`config.mk`:
```
export PLATFORM = sky130hd
export DESIGN_NAME = fir_interp
export DESIGN_NICKNAME = d
export VERILOG_FILES = /design/src/rtl/GLOBALS.sv /design/src/rtl/fir_interp_mac.sv /design/src/rtl/fir_interp.sv
export SDC_FILE = /design/constraint.sdc
export NUM_CORES = 1
export LEC_CHECK = 0
export CORE_MARGIN = 5
export CORE_UTILIZATION = 27
export CTS_CLUSTER_SIZE = 10
export DETAILED_ROUTE_END_ITERATION = 6
export PLACE_DENSITY = 0.75
export SYNTH_ARGS = -nofsm -noshare
export SYNTH_HDL_FRONTEND = slang
export SYNTH_SLANG_ARGS = --single-unit
```
`constraint.sdc`:
```
create_clock -name clk -period 1.6 [get_ports clk]
set_input_delay 0.4 -clock clk [delete_from_list [all_inputs] [get_ports clk]]
set_output_delay 0.4 -clock clk [all_outputs]
set_load 0.005 [all_outputs]
```
`src/rtl/GLOBALS.sv`:
```
// Shared fixed-point definitions: coefficient quantization and product dequantization.
package GLOBALS;

    localparam int QUANT_BITS = 10;
    localparam int DEQ_W      = 128;

    // Callers sign-extend their full-width product to DEQ_W and truncate the result.
    function automatic logic signed [DEQ_W-1:0] deq(input logic signed [DEQ_W-1:0] prod);
        return prod >>> QUANT_BITS;
    endfunction

endpackage

```
`src/rtl/fir_interp_mac.sv`:
```
// Registered multiply-dequantize-accumulate with wrap-around accumulation.
module fir_interp_mac
    import GLOBALS::*;
#(
    parameter int DATA_WIDTH = 32
) (
    input  logic                         clk,
    input  logic                         rst,
    input  logic                         clear,
    input  logic                         en,
    input  logic signed [DATA_WIDTH-1:0] coeff,
    input  logic signed [DATA_WIDTH-1:0] sample,
    output logic signed [DATA_WIDTH-1:0] acc
);

    localparam int PW = 2 * DATA_WIDTH;

    logic signed [PW-1:0]         prod;
    logic signed [DATA_WIDTH-1:0] term;

    assign prod = PW'(coeff) * PW'(sample);
    assign term = DATA_WIDTH'(deq(DEQ_W'(prod)));

    always_ff @(posedge clk or posedge rst) begin
        if (rst) begin
            acc <= '0;
        end else if (clear) begin
            acc <= '0;
        end else if (en) begin
            acc <= acc + term;
        end
    end

endmodule

```
`src/rtl/fir_interp.sv`:
```
// Polyphase interpolating FIR: one input sample yields INTERPOLATION outputs,
// each computed with one serial MAC per tap of its phase.
module fir_interp
    import GLOBALS::*;
#(
    parameter int INTERPOLATION = 2,
    parameter int TAPS          = 32,
    parameter int DATA_WIDTH    = 32,
    parameter logic signed [TAPS-1:0][DATA_WIDTH-1:0] COEFF = '0
) (
    input  logic                         clk,
    input  logic                         rst,
    output logic                         x_in_rd_en,
    input  logic                         x_in_empty,
    input  logic signed [DATA_WIDTH-1:0] x_in,
    output logic signed [DATA_WIDTH-1:0] y_out,
    output logic                         y_out_wr_en,
    input  logic                         y_out_full
);

    localparam int L      = INTERPOLATION;
    localparam int P      = TAPS / INTERPOLATION;
    localparam int K_W    = $clog2(P + 1);
    localparam int PH_W   = $clog2(L + 1);
    localparam int IDX_W  = $clog2(TAPS + 1);

    if (INTERPOLATION < 1 || INTERPOLATION > 64) begin : g_bad_interp
        $error("fir_interp: INTERPOLATION must be in 1..64");
    end
    if (TAPS % INTERPOLATION != 0) begin : g_bad_taps
        $error("fir_interp: TAPS must be a multiple of INTERPOLATION");
    end
    if (DATA_WIDTH < 1 || DATA_WIDTH > DEQ_W / 2) begin : g_bad_width
        $error("fir_interp: DATA_WIDTH out of range for the dequantizer");
    end

    typedef enum logic [1:0] {
        LOAD,
        MAC,
        OUTPUT
    } state_t;

    state_t                       state_q, state_d;
    logic [K_W-1:0]               k_q, k_d;
    logic [PH_W-1:0]              phase_q, phase_d;
    logic signed [DATA_WIDTH-1:0] sd_q [P];
    logic                         shift;
    logic                         mac_clear;
    logic                         mac_en;
    logic [IDX_W-1:0]             coeff_idx;
    logic signed [DATA_WIDTH-1:0] coeff_sel;
    logic signed [DATA_WIDTH-1:0] sample_sel;
    logic signed [DATA_WIDTH-1:0] acc;

    always_ff @(posedge clk or posedge rst) begin
        if (rst) begin
            state_q <= LOAD;
            k_q     <= '0;
            phase_q <= '0;
        end else begin
            state_q <= state_d;
            k_q     <= k_d;
            phase_q <= phase_d;
        end
    end

    always_ff @(posedge clk or posedge rst) begin
        if (rst) begin
            for (int i = 0; i < P; i++) sd_q[i] <= '0;
        end else if (shift) begin
            sd_q[0] <= x_in;
            for (int i = 1; i < P; i++) sd_q[i] <= sd_q[i-1];
        end
    end

    always_comb begin
        state_d     = state_q;
        k_d         = k_q;
        phase_d     = phase_q;
        shift       = 1'b0;
        mac_clear   = 1'b0;
        mac_en      = 1'b0;
        x_in_rd_en  = 1'b0;
        y_out_wr_en = 1'b0;
        y_out       = '0;
        case (state_q)
            LOAD: begin
                if (!x_in_empty) begin
                    x_in_rd_en = 1'b1;
                    shift      = 1'b1;
                    phase_d    = '0;
                    k_d        = '0;
                    mac_clear  = 1'b1;
                    state_d    = MAC;
                end
            end
            MAC: begin
                mac_en = 1'b1;
                if (k_q == K_W'(P - 1)) state_d = OUTPUT;
                else                    k_d     = k_q + K_W'(1);
            end
            OUTPUT: begin
                y_out = acc;
                // While stalled the accumulator must survive so y_out stays stable.
                if (!y_out_full) begin
                    y_out_wr_en = 1'b1;
                    mac_clear   = 1'b1;
                    k_d         = '0;
                    if (phase_q == PH_W'(L - 1)) begin
                        state_d = LOAD;
                    end else begin
                        phase_d = phase_q + PH_W'(1);
                        state_d = MAC;
                    end
                end
            end
            default: state_d = LOAD;
        endcase
    end

    assign coeff_idx = IDX_W'(k_q) * IDX_W'(L) + IDX_W'(phase_q);

    always_comb begin
        coeff_sel  = '0;
        sample_sel = '0;
        for (int i = 0; i < TAPS; i++) begin
            if (coeff_idx == IDX_W'(i)) coeff_sel = COEFF[i];
        end
        for (int i = 0; i < P; i++) begin
            if (k_q == K_W'(i)) sample_sel = sd_q[i];
        end
    end

    fir_interp_mac #(
        .DATA_WIDTH(DATA_WIDTH)
    ) u_mac (
        .clk   (clk),
        .rst   (rst),
        .clear (mac_clear),
        .en    (mac_en),
        .coeff (coeff_sel),
        .sample(sample_sel),
        .acc   (acc)
    );

endmodule
```
==> run summary <==
The largest single stage delay on the critical path is 0.39 ns. The number of routed nets with antenna violations is 0, and the clock-pin slew of the registers on the worst-case setup and hold paths is 0.06 ns. Along the worst path, the maximum fanout reaches 4. In this run, the number of DRC markers left after iteration 0 of detailed routing was 8. The congestion estimate from routability-driven global placement came to 0.6877. The number of instances in the synthesized netlist was 81. The tools report the slack of the critical path as -0.05330 ns.

The max-cap check violation count came out at 0. After layout, the worst path uses 103.3% of the clock period. Pin placement for this block handled 70 I/O pins.

Cell type of the slowest stage on the worst timing path: sky130_fd_sc_hd__or3b_4. Distinct cell type count of the synthesized netlist: 29. Row generation in the floorplan step produced 19 rows.

TritonCTS built the clock tree. During placement, the flow inserted port buffers numbering 5. Number of levels the H-tree was split into: 1. Broken down by cell family, the worst path's largest delay share belongs to simple AND/OR/NAND/NOR gates. The total clock buffers created by CTS was 3. The kind of critical path is flop to flop.

The share of final-layout standard cells stronger than drive strength 1 was 27.55%; the number of max-slew violations in the final report was 0. The area of the core region came out at 2734 µm². The number of global-route vias before repair is 511. Entering global routing, the biggest net connects 10 pins. Setup repair after global routing could not meet its margin everywhere. The per-instance average area after synthesis was 9.423 µm². Detailed placement ended at an HPWL of 974.8 µm. The die covers 3990 µm². The maximum frequency from static timing analysis was 604.8 MHz. The first global-routing pass estimated 2221 µm of wire. The number of warnings printed during yosys synthesis came out at 0. The final-report setup violation count was 3.

The worst slack on hold paths was 0.4040 ns. In the synthesized netlist the dominant register cell turns out to be sky130_fd_sc_hd__dfrtp_1. The worst hold path belongs to the class primary input to async pin. The count of flip-flops with a built-in enable after synthesis works out to 0. The hold violation count in the final report is 0, and the arrival time at the worst endpoint is 1.85 ns. After detailed routing, the number of vias per cell comes to 4.062. Counting flops and latches in the post-synthesis netlist gives 9. In the final routed layout, each cell accounts on average for 10.79 µm. For the clock tree skew after final layout, the log shows 0.004479 ns. The critical path goes through ha_2 -> and3_4 -> ha_4 -> or3b_4 -> nor3b_2 -> a211o_1. The cell type with the highest aggregate area in the netlist is sky130_fd_sc_hd__buf_4.

The flow ran to the end, but the final reports show violations. The tools report the layout filler cell count as 285. The worst setup path is captured at a flop. Minimum period implied by the final worst setup slack: 1.653 ns.

For the worst-skew pair, the clock arrives at the later sink with an insertion delay of 0.26 ns. Summed over its instances, the top area cell type makes up 31.48% of the synthesized netlist area. The number of clock sinks seen by CTS is 9. In this run the vertical extent of the chip is 63.17 µm. The run gives 2 as the buffer depth of the longest clock path.

The width of the die was 63.17 µm; the share of synthesized flip-flops with an asynchronous set or reset was 100.0%. Relative to the synthesized area, the layout overhead comes to 17.05%. For this run, design rule violations remaining after detail routing come to 0. Once the floorplan was initialized, standard cells occupied 27.92% of the core.

The tools report the total iterations of the first detailed-routing run as 4. Counting both buffers and inverters, the worst setup path holds a total of 0. Launching element type of the critical path: a flop. The checks that failed: negative setup slack.

For this design the ratio of total power to cell area is 1430 nW/µm². The leakage component of the power came out at 0.4666 nW. The buffer cell driving the clock tree root was sky130_fd_sc_hd__clkbuf_4. The part of the Yosys area used for sequential elements is 29.51%. For the total congestion overflow, the log shows 0.

The total number of vias came out at 524. The worst endpoint required time was 1.80 ns; the final net count was 138. The tools report the netlist area before placement as 763.2 µm².

Sorting the synthesized cells by area gives the leading types as sky130_fd_sc_hd__buf_4, sky130_fd_sc_hd__dfrtp_1, sky130_fd_sc_hd__ha_1. Global routing used 6.878% of the available tracks across all layers. The number of antenna diodes in the final layout is 0. OpenSTA, run right after detailed placement, puts the worst setup slack at -0.2896 ns.

The number of antenna violations at the first check in global routing came out at 0. The routed wire length is 1392 µm, and the peak ir drop on the vdd network is 0.6609 mV.
[final timing paths]
path                              from    endpoint  slack (ns)  cells after the start
max in group asynchronous          rst      k_q[0]        0.93                      2
min in group clk                k_q[4]      k_q[4]        0.49                      1
worst max-delay path            k_q[0]      k_q[2]       -0.05                      6
worst min-delay path               rst  phase_q[1]        0.40                      2
worst max register to register  k_q[0]      k_q[2]       -0.05                      6
worst min register to register  k_q[4]      k_q[4]        0.49                      1
[synthesized netlist by cell type, types with 2 or more instances]
cell type                  n
sky130_fd_sc_hd__a211o_1   2
sky130_fd_sc_hd__buf_4    32
sky130_fd_sc_hd__and3_1    2
sky130_fd_sc_hd__nand2_1   2
sky130_fd_sc_hd__a22o_1    2
sky130_fd_sc_hd__a21oi_1   2
sky130_fd_sc_hd__inv_1     3
sky130_fd_sc_hd__o21ai_0   3
sky130_fd_sc_hd__a21o_1    2
sky130_fd_sc_hd__ha_1      3
sky130_fd_sc_hd__nor3_1    2
sky130_fd_sc_hd__dfrtp_1   9
[registers in the layout, summed over array words and instances, names as in the netlist]
name	cells
k_q	5
phase_q	2
state_q	2
[cell usage in the layout (no fill, tap or decap), types with 2 or more instances in the layout]
cell type / count
sky130_fd_sc_hd__conb_1: 32
sky130_fd_sc_hd__dfrtp_1: 9
sky130_fd_sc_hd__buf_4: 9
sky130_fd_sc_hd__o21ai_0: 3
sky130_fd_sc_hd__inv_1: 3
sky130_fd_sc_hd__clkbuf_4: 3
sky130_fd_sc_hd__a211o_1: 2
sky130_fd_sc_hd__a21o_1: 2
sky130_fd_sc_hd__a22o_1: 2
sky130_fd_sc_hd__nand2_1: 2
sky130_fd_sc_hd__ha_2: 2
sky130_fd_sc_hd__dlymetal6s2s_1: 2
[per-stage QoR]
| stage | TNS [ns] | total power (W) | instance area, µm² | cells | util (%) |
|---|---|---|---|---|---|
| detailed placement | -0.9095 | 0.0009710 | 797.0 | 122 | 29.15 |
| global placement | -0.7002 | 0.0009371 | 797.0 | 122 | 29.15 |
| global route | -0.3992 | 0.001397 | 893.4 | 129 | 32.68 |
| floorplan | 0 | 0.0008633 | 907.1 | 112 | - |
| CTS | -0.1503 | 0.001178 | 834.6 | 127 | 30.53 |
| finish | -0.08962 | 0.001277 | 893.4 | 129 | 32.68 |
[what timing repair did]
item,in CTS,in global routing
setup endpoints to repair,6,8
pin swaps,2,3
gates resized for setup,5,9
setup buffers,1,2
hold buffers,0,0
[metal layers]
metal / up-vias / global-route usage [%] / part of all wire, %
met2: 33 / 11.41 / 49
met3: 2 / 3.552 / 13
met1: 240 / 7.659 / 36
li1: 249 / - / -
met4: 0 / 1.857 / 1.0
met5: - / 0 / 0
[cells by family (layout without fill, tap and decap cells)]
| kind of cell | count (synthesis) | count (layout) | share of synthesized area [%] |
|---|---|---|---|
| flops | 9 | 9 | 29.51 |
| mux | 2 | 2 | 2.787 |
| simple gates | 15 | 15 | 13.28 |
| fa+ha+maj | 3 | 3 | 4.919 |
| buf+inv | 37 | 23 | 34.92 |
| other cells | 1 | 32 | 0.4913 |
| compound gates | 14 | 14 | 14.10 |
[power by group]
part           switching (W)  internal [W]  total (W)
clock network      0.0000783     0.0000960   0.000174
registers          0.0000754      0.000323   0.000398
logic               0.000293      0.000411   0.000704
total               0.000447      0.000830    0.00128
[layout make-up]
cell class                      count  area, µm²  share of cell area (%)
Tap cell                           31      38.79                   4.342
Timing Repair Buffer               15      133.9                   14.99
Sequential cell                     9      225.2                   25.21
Clock buffer                        4      26.28                   2.941
Multi-Input combinational cell     66      454.2                   50.84
Inverter                            4      15.01                   1.681
Power figures use the tool's default switching activity.
